### src/rtl/ijtag_tdr_access_seq.sv
// Host-side IJTAG sequencer: runs one capture-shift-update access on a TDR segment per request
// and returns the bits collected from ijtag_so.
module ijtag_tdr_access_seq #(
   parameter int unsigned MAX_LEN = 32,
   parameter int unsigned LEN_W   = 6
) (
   input  logic               ijtag_tck,
   input  logic               ijtag_reset,
   input  logic               req_valid,
   output logic               req_ready,
   input  logic [LEN_W-1:0]   req_len,
   input  logic [MAX_LEN-1:0] req_wdata,
   input  logic               req_no_update,
   output logic               rsp_valid,
   input  logic               rsp_ready,
   output logic [MAX_LEN-1:0] rsp_rdata,
   output logic               rsp_err,
   output logic               busy,
   output logic               ijtag_sel,
   output logic               ijtag_ce,
   output logic               ijtag_se,
   output logic               ijtag_ue,
   output logic               ijtag_si,
   input  logic               ijtag_so
);

   localparam logic [2:0] StIdle    = 3'd0;
   localparam logic [2:0] StCapture = 3'd1;
   localparam logic [2:0] StShift   = 3'd2;
   localparam logic [2:0] StUpdate  = 3'd3;
   localparam logic [2:0] StResp    = 3'd4;

   localparam logic [LEN_W-1:0]   MaxLen = LEN_W'(MAX_LEN);
   localparam logic [MAX_LEN-1:0] BitOne = MAX_LEN'(1);

   logic [2:0]         state_q, state_d;
   logic [LEN_W-1:0]   cnt_q, cnt_d;
   logic [MAX_LEN-1:0] wdata_q, wdata_d;
   logic [MAX_LEN-1:0] mask_q, mask_d;
   logic [MAX_LEN-1:0] rdata_q, rdata_d;
   logic               err_q, err_d;
   logic               no_upd_q, no_upd_d;
   logic               si_d;
   logic               req_ready_q, rsp_valid_q, busy_q;
   logic               sel_q, ce_q, se_q, ue_q, si_q;
   logic               len_bad;

   assign len_bad = (req_len == '0) || (req_len > MaxLen);

   always_comb begin
      state_d  = state_q;
      cnt_d    = cnt_q;
      wdata_d  = wdata_q;
      mask_d   = mask_q;
      rdata_d  = rdata_q;
      err_d    = err_q;
      no_upd_d = no_upd_q;
      si_d     = 1'b0;
      case (state_q)
         StIdle: begin
            if (req_valid && req_ready_q) begin
               wdata_d  = req_wdata;
               no_upd_d = req_no_update;
               cnt_d    = req_len - LEN_W'(1);
               mask_d   = BitOne;
               rdata_d  = '0;
               err_d    = len_bad;
               state_d  = len_bad ? StResp : StCapture;
            end
         end
         StCapture: begin
            si_d    = wdata_q[0];
            wdata_d = wdata_q >> 1;
            state_d = StShift;
         end
         StShift: begin
            // so is low-phase retimed, so this edge sees the TDR bit before the current shift
            if (ijtag_so) rdata_d = rdata_q | mask_q;
            mask_d = mask_q << 1;
            if (cnt_q == '0) begin
               state_d = no_upd_q ? StResp : StUpdate;
            end else begin
               cnt_d   = cnt_q - LEN_W'(1);
               si_d    = wdata_q[0];
               wdata_d = wdata_q >> 1;
            end
         end
         StUpdate: state_d = StResp;
         StResp: begin
            if (rsp_ready) state_d = StIdle;
         end
         default: state_d = StIdle;
      endcase
   end

   always_ff @(posedge ijtag_tck) begin
      if (ijtag_reset) begin
         state_q     <= StIdle;
         cnt_q       <= '0;
         wdata_q     <= '0;
         mask_q      <= '0;
         rdata_q     <= '0;
         err_q       <= 1'b0;
         no_upd_q    <= 1'b0;
         req_ready_q <= 1'b1;
         rsp_valid_q <= 1'b0;
         busy_q      <= 1'b0;
         sel_q       <= 1'b0;
         ce_q        <= 1'b0;
         se_q        <= 1'b0;
         ue_q        <= 1'b0;
         si_q        <= 1'b0;
      end else begin
         state_q     <= state_d;
         cnt_q       <= cnt_d;
         wdata_q     <= wdata_d;
         mask_q      <= mask_d;
         rdata_q     <= rdata_d;
         err_q       <= err_d;
         no_upd_q    <= no_upd_d;
         // Outputs are decoded from the next state so they line up with state_q
         req_ready_q <= (state_d == StIdle);
         rsp_valid_q <= (state_d == StResp);
         busy_q      <= (state_d != StIdle);
         sel_q       <= (state_d == StCapture) || (state_d == StShift) || (state_d == StUpdate);
         ce_q        <= (state_d == StCapture);
         se_q        <= (state_d == StShift);
         ue_q        <= (state_d == StUpdate);
         si_q        <= si_d;
      end
   end

   assign req_ready = req_ready_q;
   assign rsp_valid = rsp_valid_q;
   assign rsp_rdata = rdata_q;
   assign rsp_err   = err_q;
   assign busy      = busy_q;
   assign ijtag_sel = sel_q;
   assign ijtag_ce  = ce_q;
   assign ijtag_se  = se_q;
   assign ijtag_ue  = ue_q;
   assign ijtag_si  = si_q;

endmodule

### config.mk
export PLATFORM = sky130hd
export DESIGN_NAME = ijtag_tdr_access_seq
export DESIGN_NICKNAME = d
export VERILOG_FILES = /design/src/rtl/ijtag_tdr_access_seq.sv
export SDC_FILE = /design/constraint.sdc
export NUM_CORES = 1
export LEC_CHECK = 0
export CORE_UTILIZATION = 25
export DETAILED_ROUTE_END_ITERATION = 8
export DONT_BUFFER_PORTS = 1
export PLACE_DENSITY_LB_ADDON = 0.3
export REMOVE_ABC_BUFFERS = 1
export SLEW_MARGIN = 5
export SYNTH_ARGS = -nofsm -noshare
export SYNTH_HDL_FRONTEND = slang
export SYNTH_SLANG_ARGS = --single-unit
export TNS_END_PERCENT = 50
### constraint.sdc
create_clock -name ijtag_tck -period 3.2 [get_ports ijtag_tck]
set_input_delay 0.8 -clock ijtag_tck [delete_from_list [all_inputs] [get_ports ijtag_tck]]
set_output_delay 0.8 -clock ijtag_tck [all_outputs]
set_load 0.03 [all_outputs]
==> results.txt, run 1 <==
Worst-path cell chain: nor3b_4 > mux2i_1 > ha_1 > or3b_1 > or3_1 > a21oi_1 > o21ai_1 > a21oi_1
Post-synth EDFFs: 0
Final global-route overflow total: 0
Final setup TNS: 0 ns
Die area: 0.0187 mm2
Pleak: 1.84 nW
Crit-path max FO: 11
Slew Limit Fails: 0
Root Driver: clkbuf_16
Clk_lat worst skew: 0.41 ns
Port bufs: 0
Top-Level Pins: 85
Least-Margin Pin Slew: 0.510 ns
Share of layout cells above drive strength 1: 0.173
DRT Wirelength: 10.1 mm
Seq/Total Area, Yosys: 0.508
Total power: 0.00415 W
Crit-path max cell delay: 0.53 ns
Avg Cell Area, Syn: 9.83 um2
Drt initial violations: 166
Final WS setup: 0.502 ns
Final #Nets: 495
Crit path max-delay family: simple AND/OR/NAND/NOR gates
CTS H-tree lvls: 4
Top cell types by occurrence after synthesis: dfxtp_1 (115), nor2_1 (108), a21oi_1 (43), mux2i_1 (35)
Chip height: 137 um
Most numerous cell in the Yosys netlist: dfxtp_1
Non-Filler Instances: 688
PwrDens: 781 mW/mm2
Status: finished, final reports clean
Hpwl dp: 6.40 mm
Primary FF master, synth: dfxtp_1
CP max-delay cell: nor3b_4
Post_cts resized: 0
DR vias: 3266
Clock slew at reported path FFs: 0.06 ns
Post-Syn Instances: 461
Starting Density: 0.259
DR DRC count: 0
CTS Sinks: 115
Area occupied by multi-input gates: 0.00205 mm2
Maximum clock path buffer count: 2
Syn Std Cell Area: 0.00453 mm2
Largest net degree at the start of global routing: 81
ANT cells: 0
Post-CTS Setup Bufs: 0
YS warnings: 0
TritonCTS clock tree: yes
Post-CTS Hold Buffers: 0
Final Core Density: 0.304
Seq. cell area: 0.00230 mm2
Maxcap violations: 0
Largest cells by area after synthesis: dfxtp_1 (51%), nor2_1 (8.9%), a211oi_2 (8.6%)
DR WL/cell: 14.6 um
Rows: 48
Synth async-reset ratio: 0
GRT Total Usage: 0.114
TritonRoute pass-1 iters: 4
Crit end category: register
Global-route wire length before repair: 16.1 mm
Slew HR: 0.660
WP data required: 3.54 ns
Unrepaired setup endpoints after global routing: false
Placed instance count: 656
Synth cell types: 46
Area fraction of the dominant cell type after synthesis: 0.508
Placer Congestion: 0.741
Fillers: 1825
Hold crit path type: primary input to register
Fmax: 371 MHz
Vias per std cell: 4.75
Setup CP Type: register to register
Final count of hold timing violations: 0
Placement Setup Slack: 0.520 ns
Nature of the critical path startpoint: register
Yosys reg bits: 115
Post-synth top area cell: dfxtp_1
Syn-to-layout area delta: 17.3%
CP arrival: 3.04 ns
Crit-path most repeated cell: a21oi_1
Initial antenna violation count: 0
Total CTS buffers: 17
Core area: 0.0175 mm2
Fin crit share: 0.843
Tmin final: 2.70 ns
Setup violators final: 0
Chip Width: 137 um
Vias in the first global route: 3180
Post-route ant nets: 0
Peak supply drop: 0.360 mV
Clock skew: 0.0163 ns
CP bufs+invs: 0
[layer usage]
metal / vias to the layer above / global-route usage / part of all wire
li1: 1620 / - / -
met1: 1562 / 0.132 / 0.44
met2: 73 / 0.180 / 0.47
met3: 11 / 0.0474 / 0.075
met4: 0 / 0.0574 / 0.014
met5: - / 0 / 0
[worst reg2reg max path, delay by kind of cell, from the launching register on]
family	cells	cell delay [ns]
AOI/OAI and AO/OA	3	0.35
adders and majority gates	1	0.24
and+or+nand+nor	3	1.22
muxes	1	0.30
DFF	1	0.52
[cells by family (layout without fill, tap and decap cells)]
family                     after synthesis  count (layout)  synth area share
DFF                                    115             115             0.508
AOI/OAI and AO/OA                      130             130             0.227
and+or+nand+nor                        142             142             0.142
adders and majority gates                1               1           0.00276
muxes                                   35              35            0.0773
buffers and inverters                   38              40            0.0431
[through the flow]
stage	hold WS (ns)	instance area, um2
6_report	0.456	5310
5_1_grt	0.429	5310
4_1_cts	0.437	5310
3_5_place_dp	0.458	4700
3_3_place_gp	0.449	4700
2_1_floorplan	0.440	4340
[worst paths after layout]
| check | start | end | slack [ns] | cells after the start |
|---|---|---|---|---|
| hold / removal | ijtag_reset | mask_q[23] | 0.46 | 1 |
| setup / recovery | state_q[1] | cnt_q[4] | 0.50 | 8 |
| setup reg to reg | state_q[1] | cnt_q[4] | 0.50 | 8 |
| hold reg to reg | wdata_q[31] | wdata_q[31] | 0.47 | 2 |
[placed cells by master, fill, tap and decap left out, types with 6 or more instances in the layout]
cell type,instances
clkbuf_16,17
a31oi_1,6
nand2_1,8
a211oi_2,31
a22oi_1,31
nor2_1,108
a21oi_1,43
mux2i_1,35
dfxtp_1,115
[layout make-up]
cell class,instances,share of cell area
multi-input combinational,308,0.385
tap,225,0.0530
timing repair buffer,6,0.0108
inverter,2,0.00141
clock inverter,13,0.0348
sequential,115,0.433
clock buffer,19,0.0815
[power by group]
part           leakage, nW  internal (W)  switching [W]  total [W]
registers            0.937       0.00154      0.0000956    0.00164
logic                0.613      0.000212       0.000336   0.000548
clock network        0.285       0.00130       0.000666    0.00197
total                 1.84       0.00305        0.00110    0.00415
[sequential cells by signal, summed over array words and instances (netlist names)]
register and cells:
ijtag_se 1, cnt_q 6, wdata_q 32, no_upd_q 1, rsp_rdata 32, req_ready 1
ijtag_ce 1, mask_q 32, ijtag_sel 1, rsp_valid 1, state_q 3, rsp_err 1
ijtag_ue 1, ijtag_si 1, busy 1
Power figures use the tool's default switching activity.
==> inputs of run 2 (changes only) <==
==> constraint.sdc (replaced) <==
create_clock -name ijtag_tck -period 2.6 [get_ports ijtag_tck]
set_input_delay 0.65 -clock ijtag_tck [delete_from_list [all_inputs] [get_ports ijtag_tck]]
set_output_delay 0.65 -clock ijtag_tck [all_outputs]
set_load 0.03 [all_outputs]
==> results.txt, run 2 (synthesis gave the netlist of run 1 again) <==
Tmin final: 2.39 ns
Post-CTS Hold Buffers: 0
Crit-path most repeated cell: a21oi_1
Crit path max-delay family: simple AND/OR/NAND/NOR gates
Sequential share of power: 0.413
Slew Limit Fails: 0
Initial antenna violation count: 0
Commonest cells after routing, fill and taps aside: dfxtp_1 (115), nor2_1 (108), a21oi_1 (43)
Hold Path Depth: 1
Root Driver: clkbuf_16
CP max-delay cell: dfxtp_1
Slew HR: 0.492
Chip Width: 137 um
Clock skew: 0.00636 ns
Fin crit share: 0.921
Placer Congestion: 0.765
Final WS setup: 0.207 ns
Peak supply drop: 0.423 mV
Fillers: 1800
Final global-route overflow total: 0
Reg-to-reg endpoint: cnt_q[4]
Nature of the critical path startpoint: register
Largest net degree at the start of global routing: 81
Share of layout cells above drive strength 1: 0.178
CP bufs+invs: 0
Setup violators final: 0
Hold crit path type: primary input to register
Fmax: 418 MHz
TritonCTS clock tree: yes
Crit-path max cell delay: 0.39 ns
Total CTS buffers: 17
Post_cts resized: 0
Crit-path max FO: 9
Vias in the first global route: 3255
Top-Level Pins: 85
Reg2Reg Setup Slack: 0.21 ns
Maxcap violations: 0
Maximum clock path buffer count: 2
Starting Density: 0.259
Crit end category: register
DR WL/cell: 14.8 um
Post-route ant nets: 0
Hold path start: ijtag_reset
Pint: 0.00348 W
Unrepaired setup endpoints after global routing: false
Pleak: 1.83 nW
Global-route wire length before repair: 16.2 mm
Placement Setup Slack: 0.215 ns
Hold Worst Slack: 0.314 ns
GRT Total Usage: 0.114
Hpwl dp: 6.41 mm
WP data required: 2.94 ns
Most common cell after layout, fill and taps aside: dfxtp_1
FF-to-FF path depth: 8
Drt initial violations: 128
Final count of hold timing violations: 0
Least-Margin Pin Slew: 0.762 ns
ANT cells: 0
TritonRoute pass-1 iters: 4
Clock slew at reported path FFs: 0.06 ns
Syn-to-layout area delta: 16.3%
Worst-path cell chain: nor3b_4 > mux2i_1 > ha_1 > or3b_1 > or3_1 > a21oi_1 > o21ai_1 > a21oi_1
Final #Nets: 497
Clk_lat worst skew: 0.40 ns
Status: finished, final reports clean
DRT Wirelength: 10.2 mm
Vias per std cell: 4.79
CTS H-tree lvls: 4
CTS Sinks: 115
Clk pwr share: 0.447
DR DRC count: 0
PwrDens: 923 mW/mm2
Combinational cell fraction of total power: 0.140
Post-CTS Setup Bufs: 0
Net Sw Power: 0.00139 W
Core area: 0.0175 mm2
Hold Crit Endpoint: mask_q[23]
Rows: 48
Reg2reg start: state_q[0]
Switching part of the total: 0.285
Chip height: 137 um
CP arrival: 2.73 ns
DR vias: 3302
Setup CP Type: register to register
Die area: 0.0187 mm2
Port bufs: 0
[run 2: worst register-to-register path: cells and delay by family (launching register included)]
kind	cells	cell delay, ns
multiplexers	1	0.28
AO/OA/AOI/OAI	3	0.36
flip-flops	1	0.39
adder cells (fa/ha/maj)	1	0.26
AND/OR/NAND/NOR	3	1.06
[run 2: power groups by stage]
stage / combinational [W] / clock (W) / sequential (W)
2_1_floorplan: 0.000542 / 0 / 0.00203
3_3_place_gp: 0.000669 / 0 / 0.00205
3_5_place_dp: 0.000687 / 0 / 0.00205
4_1_cts: 0.000689 / 0.00225 / 0.00201
5_1_grt: 0.000754 / 0.00233 / 0.00203
6_report: 0.000680 / 0.00218 / 0.00201
[run 2: worst max path at each step]
| stage | startpoint | end | slack, ns | cells after the start |
|---|---|---|---|---|
| 5_1_grt | state_q[0] | cnt_q[4] | 0.0007 | 8 |
| 6_report | state_q[0] | cnt_q[4] | 0.21 | 8 |
| 2_1_floorplan | state_q[1] | cnt_q[4] | -0.76 | 8 |
| 4_1_cts | state_q[0] | cnt_q[4] | 0.19 | 8 |
| 3_5_place_dp | state_q[0] | cnt_q[4] | 0.21 | 8 |
| 3_3_place_gp | state_q[0] | cnt_q[4] | 0.33 | 8 |
[run 2: cell type report]
class / count / area [um2] / area share
sequential: 115 / 2300 / 0.437
clock inverter: 14 / 133 / 0.0252
clock buffer: 18 / 429 / 0.0814
timing repair buffer: 8 / 72.6 / 0.0138
inverter: 2 / 7.51 / 0.00142
multi-input combinational: 308 / 2050 / 0.388
tap: 225 / 282 / 0.0534
[run 2: stage by stage]
step	instance area, um2	utilization	total power (W)	setup TNS [ns]	std cells
final	5270	0.302	0.00487	0	690
after global routing	5270	0.302	0.00512	0	690
after CTS	5270	0.302	0.00496	0	690
after detailed placement	4710	0.270	0.00274	0	658
after global placement	4710	0.270	0.00271	0	658
after floorplan	4340	-	0.00257	-10.65	425
[run 2: metal layers]
metal / routed length [um] / track usage / vias up
met4: 212 / 0.0568 / 0
met1: 4590 / 0.130 / 1579
met2: 4660 / 0.180 / 83
met3: 754 / 0.0507 / 13
met5: 0 / 0 / -
li1: - / - / 1627
